--- src/rtl/apb_slave_demux.sv ---
// APB one-to-many demultiplexer with registered forwarding.
// Unmapped or hung transfers complete upstream with PSLVERR.
module apb_slave_demux #(
    parameter int                    NUM_SLAVES     = 4,
    parameter int                    ADDR_WIDTH     = 32,
    parameter int                    DATA_WIDTH     = 32,
    parameter int                    REGION_LSB     = 12,
    parameter logic [ADDR_WIDTH-1:0] BASE_ADDR      = '0,
    parameter int                    TIMEOUT_CYCLES = 256
) (
    input  logic                             aclk,
    input  logic                             areset,
    input  logic                             PSEL,
    input  logic [ADDR_WIDTH-1:0]            PADDR,
    input  logic                             PENABLE,
    input  logic                             PWRITE,
    input  logic [DATA_WIDTH-1:0]            PWDATA,
    output logic [DATA_WIDTH-1:0]            PRDATA,
    output logic                             PREADY,
    output logic                             PSLVERR,
    output logic [NUM_SLAVES-1:0]            m_psel,
    output logic [ADDR_WIDTH-1:0]            m_paddr,
    output logic                             m_penable,
    output logic                             m_pwrite,
    output logic [DATA_WIDTH-1:0]            m_pwdata,
    input  logic [NUM_SLAVES*DATA_WIDTH-1:0] m_prdata,
    input  logic [NUM_SLAVES-1:0]            m_pready,
    input  logic [NUM_SLAVES-1:0]            m_pslverr,
    output logic                             timeout_evt
);

    localparam int IDXW = $clog2(NUM_SLAVES);
    localparam int HI   = REGION_LSB + IDXW;
    localparam int CW   = (TIMEOUT_CYCLES > 1) ? $clog2(TIMEOUT_CYCLES) : 1;
    localparam logic [IDXW:0] NS   = NUM_SLAVES[IDXW:0];
    localparam logic [CW-1:0] TMAX = CW'(TIMEOUT_CYCLES - 1);

    typedef enum logic [1:0] {IDLE, SETUP, ACCESS, RESP} state_t;

    state_t                state, state_n;
    logic [CW-1:0]         cnt;
    logic [ADDR_WIDTH-1:0] addr_q;
    logic                  wr_q;
    logic [DATA_WIDTH-1:0] wdata_q;
    logic [IDXW-1:0]       idx_q;
    logic                  err_q;
    logic [DATA_WIDTH-1:0] rdata_q;

    logic [IDXW-1:0]       idx;
    logic                  hit;
    logic                  ack;
    logic                  tmo;
    logic [DATA_WIDTH-1:0] sel_rdata;

    // Region decode of the incoming address and selected-slave response taps
    always_comb begin
        idx = PADDR[REGION_LSB +: IDXW];
        hit = (PADDR[ADDR_WIDTH-1:HI] == BASE_ADDR[ADDR_WIDTH-1:HI])
              && ({1'b0, idx} < NS);
        ack = m_pready[idx_q];
        sel_rdata = m_prdata[int'(idx_q) * DATA_WIDTH +: DATA_WIDTH];
        tmo = (TIMEOUT_CYCLES != 0) && !ack && (cnt == TMAX);
    end

    // State register plus captured transfer and response
    always_ff @(posedge aclk) begin
        if (areset) begin
            state   <= IDLE;
            cnt     <= '0;
            addr_q  <= '0;
            wr_q    <= 1'b0;
            wdata_q <= '0;
            idx_q   <= '0;
            err_q   <= 1'b0;
            rdata_q <= '0;
        end else begin
            state <= state_n;
            case (state)
                IDLE: begin
                    if (PSEL && !PENABLE) begin
                        addr_q  <= PADDR;
                        wr_q    <= PWRITE;
                        wdata_q <= PWDATA;
                        idx_q   <= idx;
                        err_q   <= !hit;
                        rdata_q <= '0;
                    end
                end
                ACCESS: begin
                    cnt <= cnt + 1'b1;
                    if (ack) begin
                        rdata_q <= wr_q ? '0 : sel_rdata;
                        err_q   <= m_pslverr[idx_q];
                    end else if (tmo) begin
                        rdata_q <= '0;
                        err_q   <= 1'b1;
                    end
                end
                RESP:    cnt <= '0;
                default: ;
            endcase
        end
    end

    // Next-state and output decode
    always_comb begin
        state_n     = state;
        PRDATA      = '0;
        PREADY      = 1'b0;
        PSLVERR     = 1'b0;
        m_psel      = '0;
        m_paddr     = '0;
        m_penable   = 1'b0;
        m_pwrite    = 1'b0;
        m_pwdata    = '0;
        timeout_evt = 1'b0;
        case (state)
            IDLE: begin
                if (PSEL && !PENABLE) begin
                    state_n = hit ? SETUP : RESP;
                end
            end
            SETUP: begin
                m_psel[idx_q] = 1'b1;
                m_paddr       = addr_q;
                m_pwrite      = wr_q;
                m_pwdata      = wdata_q;
                state_n       = ACCESS;
            end
            ACCESS: begin
                m_psel[idx_q] = 1'b1;
                m_penable     = 1'b1;
                m_paddr       = addr_q;
                m_pwrite      = wr_q;
                m_pwdata      = wdata_q;
                timeout_evt   = tmo;
                if (ack || tmo) begin
                    state_n = RESP;
                end
            end
            RESP: begin
                PREADY  = 1'b1;
                PSLVERR = err_q;
                PRDATA  = rdata_q;
                state_n = IDLE;
            end
            default: state_n = IDLE;
        endcase
    end

endmodule
--- config.mk ---
export PLATFORM = sky130hd
export DESIGN_NAME = apb_slave_demux
export DESIGN_NICKNAME = d
export VERILOG_FILES = /design/src/rtl/apb_slave_demux.sv
export SDC_FILE = /design/constraint.sdc
export NUM_CORES = 1
export LEC_CHECK = 0
export CAP_MARGIN = 15
export CORE_ASPECT_RATIO = 0.5
export CORE_MARGIN = 10
export CORE_UTILIZATION = 40
export DETAILED_ROUTE_END_ITERATION = 10
export PLACE_DENSITY_LB_ADDON = 0.15
export SYNTH_ARGS = -nofsm -noshare
export SYNTH_HDL_FRONTEND = slang
export SYNTH_SLANG_ARGS = --single-unit
--- constraint.sdc ---
create_clock -name aclk -period 2.2 [get_ports aclk]
set_clock_uncertainty 0.15 [all_clocks]
set_input_delay 0.22 -clock aclk [delete_from_list [all_inputs] [get_ports aclk]]
set_output_delay 0.22 -clock aclk [all_outputs]
set_load 0.02 [all_outputs]
**After elaboration in Yosys (flattened, before gate mapping)**

Cells that the tools add are included.

- Bits in registers: 110
- Bits of input ports: 205

- Add/sub/neg operators: 1
- Magnitude comparators: 2
- Equal/unequal tests: 7
- Shift operators: 1
- Mux-type cells: 29
- Reduce and logical (&&, ||, !) cells: 15

Operator list:

| cell | number |
|---|---|
| $mux W32 | 7 |
| $shiftx A128 B8 Y32 | 1 |
| $pmux W32 S2 | 1 |
| $logic_not A18 Y1 | 1 |
| $pmux W8 S2 | 1 |
| $mux W1 | 11 |
| $add A8 B1 Y8 const B | 1 |
| $eq A8 B8 Y1 const B | 1 |
| $pmux W2 S4 | 1 |
| $mux W2 | 3 |
| $bmux W1 S2 | 2 |
| $eq A2 B2 Y1 const B | 2 |
| $mux W4 | 1 |
| $ne A2 B2 Y1 const B | 2 |
| $reduce_and A2 Y1 | 2 |
| $reduce_bool A2 Y1 | 2 |
| $logic_and A1 B1 Y1 | 3 |
| $logic_not A1 Y1 | 3 |
| $lt A2 B3 Y1 const B | 1 |
| $ne A3 B3 Y1 const B | 1 |
| $reduce_and A3 Y1 | 1 |
| $demux W1 S2 | 1 |
| $eq A2 B1 Y1 const B | 1 |
| $ge A2 B1 Y1 const B | 1 |
| 4 further kinds | 4 |

**Logic depth before layout (Yosys ltp)**

Gate-level depths: netlist (run 1).

- Word-level depth: 7
- Gate-level depth with buffers: 7
- Mapped depth without buffers: 6

**Worst setup path after synthesis (run 1)**

OpenSTA, ideal clock, no wires.

- Path type: register to output
- Start point: reg, netlist name addr_q[13]
- End point: out m_psel[2]
- Arrival: 1.595 ns
- Required time: 1.830 ns
- Setup slack: 0.235 ns
- Stages on the path, launching flop included: 5
- Path buffers: 2
- Cells stage by stage: dfxtp_1 -> buf_2 -> buf_1 -> and2_1 -> nor2b_1

RTL lines:

| item | RTL line | RTL |
|---|---|---|
| end: declaration | 21 | `output logic [NUM_SLAVES-1:0] m_psel,` |

**Final worst setup path (run 1)**

- Start point: reg state[0]
- End point: out m_paddr[8]

- Longest elaborated chain between the ends: 3

RTL lines:

| item | RTL line | RTL |
|---|---|---|
| start: declaration | 40 | `state_t state, state_n;` |
| start signal: assignment | 77 | `state <= state_n;` |
| $eq A2 B2 Y1 or $eq A2 B1 Y1 (tied branches) | 117 | `case (state)` |
| $reduce_or A2 Y1 (no line) * | n/a |  |
| $mux W32 * | 117 |  |
| end: declaration | 22 | `output logic [ADDR_WIDTH-1:0] m_paddr,` |

Mark *: on every way between the ends. The rest lies on a longest branch, timed or not.

==> reports/summary.json, run 1 <==
{
  "timing": {
    "relSlewSlack_pct": 67.0,
    "worst_slew_pin_slew_ps": 495,
    "finalWorstPathRequiredPeriod_ps": 2150,
    "report.final.setup_viol": 0,
    "final.setup.worst_slack_ps": 47.6,
    "report.final.hold_viol_count": 0,
    "layout_worst_path_cycle_share_pct": 97.8,
    "rsz0062_at_grt": "true",
    "whs_ps": 246,
    "highest_achievable_clock_rate_mhz": 465,
    "slew_viol_final": 0
  },
  "place": {
    "gp_congestion": 0.816,
    "pre_cts_slack_ps": -110,
    "numPortBuffers": 309,
    "dp_hpwl_mm": 16.1,
    "dp_cell_count": 1122
  },
  "setup_path": {
    "critPathLaunchType": "register",
    "worst_path_max_delay_cell": "sky130_fd_sc_hd__dfxtp_1",
    "cp.arrival_ps": 1780,
    "cp_required_ps": 1830,
    "timing.critical_path.fanout_max": 24,
    "worst_r2r_startpoint": "addr_q[12]",
    "cpPeakStageDelay_ps": 330,
    "endpoint_kind": "primary output",
    "timing.reg2reg.worst_path_depth": 5,
    "worst_setup_path_class": "reg2out",
    "timing.critical_path.cells": "inv_1, ha_4, bufbuf_16, and2_1, clkdlybuf4s15_2",
    "critical_path.reg2reg.endpoint": "err_q",
    "r2r_slack_ps": 180
  },
  "drt": {
    "met2_wirelength_mm": 10.7,
    "drt-total-wl_mm": 20.9,
    "vias": 5617,
    "m1WireLength_mm": 8.39,
    "first_pass_iters": 4,
    "drt_drc_violations_left": 0,
    "topRoutingLayerUsed": "met4",
    "wl_met3_mm": 1.59,
    "wl_per_instance_um": 18.4,
    "antenna_violating_nets_post_route": 0,
    "detail_route.iter0.violations": 207,
    "vias_per_cell": 4.93
  },
  "flow_run": {
    "maxCapViolations": 0
  },
  "layout": {
    "final_cells": 1139,
    "post_route_cells_drive_above_1_share_pct": 11.3,
    "layout.core_utilization_pct": 66.7,
    "area.growth.synth_to_final_pct": 60.2,
    "multi_input_comb_area_mm2": 0.00333,
    "count_of_nets_after_finishing": 1151,
    "diodes": 0,
    "filler_cell_count": 1197,
    "sequential_cell_area_mm2": 0.00216
  },
  "min_path": {
    "min_delay_worst_endpoint": "addr_q[22]",
    "worstHoldPathType": "in2reg",
    "hold_path_start": "areset",
    "hold-path-cell-count": 3
  },
  "yosys": {
    "synth_fp_nets": 864,
    "ranking_of_synthesized_cells_by_area": "sky130_fd_sc_hd__dfxtp_1, sky130_fd_sc_hd__mux4_2, sky130_fd_sc_hd__nand2_1, sky130_fd_sc_hd__and2_1, sky130_fd_sc_hd__mux2i_1",
    "post-synth-top-area-fraction_pct": 37.7,
    "ys_top_cells_by_count": "sky130_fd_sc_hd__nand2_1, sky130_fd_sc_hd__dfxtp_1, sky130_fd_sc_hd__and2_1",
    "async_flop_share_pct": 0,
    "number_of_enable_type_register_cells_in_the_synthesized_netlist": 0,
    "seq_area_frac_synth_pct": 37.7,
    "synthDominantAreaCellType": "sky130_fd_sc_hd__dfxtp_1",
    "synth-main-ff-cell": "sky130_fd_sc_hd__dfxtp_1",
    "synthesis.area_per_instance_um2": 8.76,
    "most_repeated_cell_in_the_gate_level_netlist_after_synthesis": "sky130_fd_sc_hd__nand2_1",
    "netlist_area_mm2": 0.00574,
    "synth_cells": 655,
    "number_of_different_library_cells_in_the_post_synthesis_netlist": 36,
    "yosys_warnings": 0,
    "ys_seq_elements": 108
  },
  "clock_tree": {
    "tritoncts": "built",
    "cts_post_setup_buffers_inserted": 0,
    "cts.path.max_buffers": 2,
    "cts.hold.buffers_added": 0,
    "clock_insertion_delay_worst_skew_ps": 340,
    "clock_sink_count": 108,
    "cts_htree_levels": 3,
    "cts.clk_slew.worst_paths_ps": 70,
    "numCtsBuffers": 9,
    "clk_root_buffer_cell": "sky130_fd_sc_hd__clkbuf_16"
  },
  "die": {
    "floorplan.die.height_um": 105,
    "start_util_pct": 41.6,
    "ios": 310,
    "total_core_area_mm2": 0.0138,
    "core.rowCount": 30,
    "chipWidth_um": 189,
    "die_area_mm2": 0.0198
  },
  "global_routing": {
    "all_layer_global_routing_usage_pct": 19.9,
    "grt_antenna_before_repair": 0,
    "overflow": 0,
    "via_count_of_the_first_global_routing_pass": 5725,
    "grt_start_max_net_pins": 103,
    "grt_pass1_wl_mm": 32.0
  },
  "pwr": {
    "power_per_cell_area_mw_per_mm2": 745,
    "ir_drop_mv": 0.603,
    "power.leakage_nw": 3.82
  },
  "outcome": {
    "outcome": "completed"
  }
}
repair_timing:
action / CTS / global route
gates cloned: 1 / 0
endpoints found under the hold margin: 0 / 0
pin swaps: 0 / 1
gates resized for setup: 156 / 36
endpoints found under the setup margin: 104 / 32
kinds of logic (layout without fill, tap and decap cells):
group / Yosys count / in the layout / synth area share (%)
AO/OA/AOI/OAI: 77 / 77 / 7.50
XOR/XNOR: 5 / 5 / 0.763
adder cells (fa/ha/maj): 4 / 4 / 0.872
buffers and inverters: 56 / 348 / 4.56
flip-flops: 108 / 108 / 37.7
multiplexers: 70 / 70 / 19.7
AND/OR/NAND/NOR: 335 / 335 / 28.9
how the worst max path moves through the flow:
stage                 from           to  slack, ps  cells past startpoint
2_1_floorplan   addr_q[13]    m_psel[2]        230                      4
3_3_place_gp   m_pready[1]  timeout_evt       -120                      5
3_5_place_dp   m_pready[1]  timeout_evt       -110                      5
4_1_cts           state[0]    m_psel[2]          1                      6
5_1_grt           state[0]  m_paddr[18]        -40                      5
6_report          state[0]   m_paddr[8]         50                      5
critical path, delay by kind of cell (launching register included):
family	cells	cell delay [ps]
buf+inv	3	660
flops	1	330
fa+ha+maj	1	330
simple gates	1	130
cell usage in the layout (no fill, tap or decap), types with 9 or more instances in the layout:
cell type | synthesis | layout
sky130_fd_sc_hd__clkdlybuf4s50_1 | 0 | 203
sky130_fd_sc_hd__nand2_1 | 165 | 165
sky130_fd_sc_hd__dfxtp_1 | 108 | 106
sky130_fd_sc_hd__and2_1 | 98 | 98
sky130_fd_sc_hd__dlygate4sd2_1 | 0 | 72
sky130_fd_sc_hd__a21oi_1 | 67 | 67
sky130_fd_sc_hd__mux2i_1 | 35 | 35
sky130_fd_sc_hd__mux4_2 | 34 | 34
sky130_fd_sc_hd__nand2b_1 | 33 | 33
sky130_fd_sc_hd__buf_2 | 14 | 23
sky130_fd_sc_hd__buf_4 | 3 | 12
sky130_fd_sc_hd__nor2_1 | 11 | 11
sky130_fd_sc_hd__clkbuf_16 | 0 | 9
layer usage:
metal,GRT usage (%),vias up
li1,-,2767
met1,22.6,2649
met2,36.1,183
met3,5.91,18
met4,4.00,0
met5,0,-
per-stage QoR:
stage               power, mW  setup TNS [ps]  instance area [um^2]
global route             7.22           -72.6                  9190
finish                   6.84               0                  9190
detailed placement       5.24            -122                  9060
floorplan                3.98               0                  5740
global placement         5.19            -122                  9060
CTS                      6.96               0                  9330
sequential cells by signal, summed over array words and instances (netlist names):
register and cells:
err_q 1, cnt 8, addr_q 32, state 2, wdata_q 32, rdata_q 32
wr_q 1
cell type report:
class	instances	share of cell area, %
tap	192	2.61
multi-input combinational	491	36.2
clock buffer	10	2.60
inverter	3	0.123
sequential	108	23.6
clock inverter	6	0.613
timing repair buffer	329	34.3
where the power goes:
group	switching, mW	leakage, nW	internal [mW]
registers	0.0957	0.877	2.15
clock network	0.776	0.143	0.825
logic	1.50	2.80	1.50
Note: power is estimated with default switching activity, not from simulation.
==> inputs of run 2 (changes only) <==
CTS_CLUSTER_DIAMETER = 40   (was unset)
==> results of run 2 <==
The final DEF is identical to that of run 1; final timing and power are the same.
==> inputs of run 3 (changes only) <==
ABC_AREA = 1   (was unset)
CORE_UTILIZATION = 41   (was 40)
==> run 3 against run 2 <==
Compared with the run above: register-to-register slack improved by 130 ps; synthesized area increased by 8.7%; non-clock buffer count increased by 3; design area increased by 6.0%; clock-buffer cell count unchanged; worst hold slack improved by 52 ps; global-route usage increased by 1.6 points; critical path type unchanged; sequential cell count unchanged; wire length increased by 13%; synthesized cell count increased by 65%; total power increased by 32%.
==> reports/summary.json, run 3 <==
{
  "outcome": {
    "outcome": "completed"
  },
  "global_routing": {
    "grt_pass1_wl_mm": 37.4,
    "grt_antenna_before_repair": 0,
    "overflow": 0,
    "grt_start_max_net_pins": 65,
    "all_layer_global_routing_usage_pct": 21.5,
    "via_count_of_the_first_global_routing_pass": 7047
  },
  "pwr": {
    "ir_drop_mv": 0.699,
    "power.leakage_nw": 4.87,
    "power_switching_share_pct": 43.9,
    "switching_power_mw": 3.97,
    "internal_power_summed_over_all_cells_mw": 5.08,
    "power_per_cell_area_mw_per_mm2": 928,
    "p_clk_share_pct": 17.4,
    "power.share.sequential_pct": 30.0,
    "comb_power_share_pct": 52.5,
    "power_mw": 9.04
  },
  "clock_tree": {
    "cts_htree_levels": 3,
    "cts.path.max_buffers": 2,
    "clk_root_buffer_cell": "sky130_fd_sc_hd__clkbuf_16",
    "numCtsBuffers": 9,
    "cts.clk_slew.worst_paths_ps": 80,
    "tritoncts": "built",
    "clock_sink_count": 108,
    "clock_insertion_delay_worst_skew_ps": 340,
    "cts.hold.buffers_added": 0
  },
  "layout": {
    "diodes": 0,
    "filler_cell_count": 1346,
    "layout.core_utilization_pct": 66.4,
    "layout_common_cells": "sky130_fd_sc_hd__nand2_1, sky130_fd_sc_hd__nor2_1, sky130_fd_sc_hd__clkdlybuf4s50_1",
    "sequential_cell_area_mm2": 0.00216,
    "reg.largest.list": "addr_q: 32 flops, rdata_q: 32 flops, wdata_q: 32 flops",
    "count_of_nets_after_finishing": 1556,
    "final_cells": 1550,
    "multi_input_comb_area_mm2": 0.00317,
    "final_common_cell": "sky130_fd_sc_hd__nand2_1",
    "final_cell_area_mm2": 0.00974,
    "post_route_cells_drive_above_1_share_pct": 7.69,
    "area.growth.synth_to_final_pct": 56.2
  },
  "setup_path": {
    "endpoint_kind": "primary output",
    "r2r_slack_ps": 310,
    "timing.critical_path.fanout_max": 19,
    "cp.arrival_ps": 1740,
    "worst_setup_path_class": "reg2out",
    "critPathLaunchType": "register",
    "cp_required_ps": 1830,
    "timing.reg2reg.worst_path_depth": 9,
    "critical_path.reg2reg.endpoint": "rdata_q[1]",
    "worst_r2r_startpoint": "addr_q[12]"
  },
  "timing": {
    "report.final.hold_viol_count": 0,
    "final.setup.worst_slack_ps": 91.9,
    "report.final.setup_viol": 0,
    "relSlewSlack_pct": 50.6,
    "layout_worst_path_cycle_share_pct": 95.8,
    "highest_achievable_clock_rate_mhz": 474,
    "finalWorstPathRequiredPeriod_ps": 2110,
    "whs_ps": 298,
    "rsz0062_at_grt": "false",
    "slew_viol_final": 0,
    "setup-tns-final_ps": 0,
    "worst_slew_pin_slew_ps": 737
  },
  "drt": {
    "drt-total-wl_mm": 23.7,
    "first_pass_iters": 5,
    "antenna_violating_nets_post_route": 0,
    "vias_per_cell": 4.79,
    "wl_per_instance_um": 15.3,
    "drt_drc_violations_left": 0,
    "vias": 7421,
    "detail_route.iter0.violations": 274
  },
  "yosys": {
    "async_flop_share_pct": 0,
    "synthDominantAreaCellType": "sky130_fd_sc_hd__dfxtp_1",
    "most_repeated_cell_in_the_gate_level_netlist_after_synthesis": "sky130_fd_sc_hd__nand2_1",
    "synth-main-ff-cell": "sky130_fd_sc_hd__dfxtp_1",
    "ys_top_cells_by_count": "sky130_fd_sc_hd__nand2_1, sky130_fd_sc_hd__nor2_1, sky130_fd_sc_hd__inv_1",
    "number_of_enable_type_register_cells_in_the_synthesized_netlist": 0,
    "yosys_warnings": 0,
    "post-synth-top-area-fraction_pct": 34.7,
    "synth_fp_nets": 1287,
    "ranking_of_synthesized_cells_by_area": "sky130_fd_sc_hd__dfxtp_1, sky130_fd_sc_hd__nand2_1, sky130_fd_sc_hd__nor2_1, sky130_fd_sc_hd__inv_1, sky130_fd_sc_hd__a21oi_1",
    "ys_seq_elements": 108,
    "synth_cells": 1078,
    "netlist_area_mm2": 0.00624,
    "number_of_different_library_cells_in_the_post_synthesis_netlist": 22,
    "synthesis.area_per_instance_um2": 5.79,
    "seq_area_frac_synth_pct": 34.7
  },
  "place": {
    "dp_hpwl_mm": 17.8,
    "gp_congestion": 0.869,
    "numPortBuffers": 309,
    "placedInstanceArea_mm2": 0.00950,
    "pre_cts_slack_ps": 3.77,
    "dp_cell_count": 1534
  },
  "min_path": {
    "min_delay_worst_endpoint": "wdata_q[3]",
    "worstHoldPathType": "in2reg",
    "hold_path_start": "PWDATA[3]",
    "hold-path-cell-count": 3
  },
  "die": {
    "core.rowCount": 31,
    "total_core_area_mm2": 0.0147,
    "start_util_pct": 42.5,
    "ios": 310,
    "die_area_mm2": 0.0208,
    "floorplan.die.height_um": 107,
    "chipWidth_um": 194
  },
  "flow_run": {
    "maxCapViolations": 0
  }
}
## run 3: cell types whose count changed after synthesis, sizes merged, moves of 4 or more
cell,change
inv,+153
mux4,-34
nand2b,-33
clkbuf,+23
xor2,-4
nor2b,-4
nand2,+112
and2,-98
nor2,+193
mux2i,-35
o21ai,+66
nand3,+66
a21oi,+33
## run 3: worst max-delay path, stage by stage (launching register included)
cell	delay (ps)
sky130_fd_sc_hd__dfxtp_1	330
sky130_fd_sc_hd__buf_4	110
sky130_fd_sc_hd__ha_1	260
sky130_fd_sc_hd__buf_12	190
sky130_fd_sc_hd__nand2_1	70
sky130_fd_sc_hd__inv_1	70
sky130_fd_sc_hd__dlygate4sd2_1	360
## run 3: routing by layer
layer / wire (um) / up-vias / global-route usage (%)
met1: 9990 / 3363 / 25.5
met3: 1660 / 20 / 6.03
li1: - / 3813 / -
met2: 11700 / 225 / 38.1
met5: 0 / - / 0
met4: 329 / 0 / 4.42
## run 3: power groups by stage
| stage | combinational, mW | sequential (mW) | clock (mW) |
|---|---|---|---|
| floorplan | 3.20 | 2.68 | 0 |
| global route | 5.31 | 2.77 | 1.70 |
| detailed placement | 4.79 | 2.75 | 0 |
| CTS | 4.78 | 2.71 | 1.62 |
| global placement | 4.70 | 2.73 | 0 |
| finish | 4.75 | 2.72 | 1.58 |
## run 3: timing repair
item	CTS	global route
gates resized for setup	214	18
setup buffers	0	0
endpoints found under the setup margin	105	30
gates cloned	0	0
## run 3: cell type report
| cell class | instances | share of cell area (%) |
|---|---|---|
| Inverter | 158 | 6.09 |
| Multi-Input combinational cell | 738 | 32.6 |
| Clock inverter | 6 | 0.578 |
| Sequential cell | 108 | 22.2 |
| Clock buffer | 10 | 2.35 |
| Timing Repair Buffer | 332 | 33.7 |
| Tap cell | 198 | 2.54 |
## run 3: worst max path at each step
stage | from | endpoint | slack (ps) | cells past startpoint
floorplan | state[0] | m_paddr[10] | 380 | 6
global placement | state[0] | m_pwdata[6] | 50 | 6
detailed placement | state[0] | m_paddr[6] | 4 | 6
CTS | state[0] | m_penable | 20 | 3
global route | state[1] | PRDATA[8] | 20 | 6
finish | state[1] | PRDATA[22] | 90 | 6
## run 3: kinds of logic (layout without fill, tap and decap cells)
logic type	after synthesis	after routing	synth area share [%]
adder cells (fa/ha/maj)	4	4	0.802
AO/OA/AOI/OAI	175	175	14.2
buffers and inverters	232	506	14.9
flip-flops	108	108	34.7
AND/OR/NAND/NOR	559	559	35.4
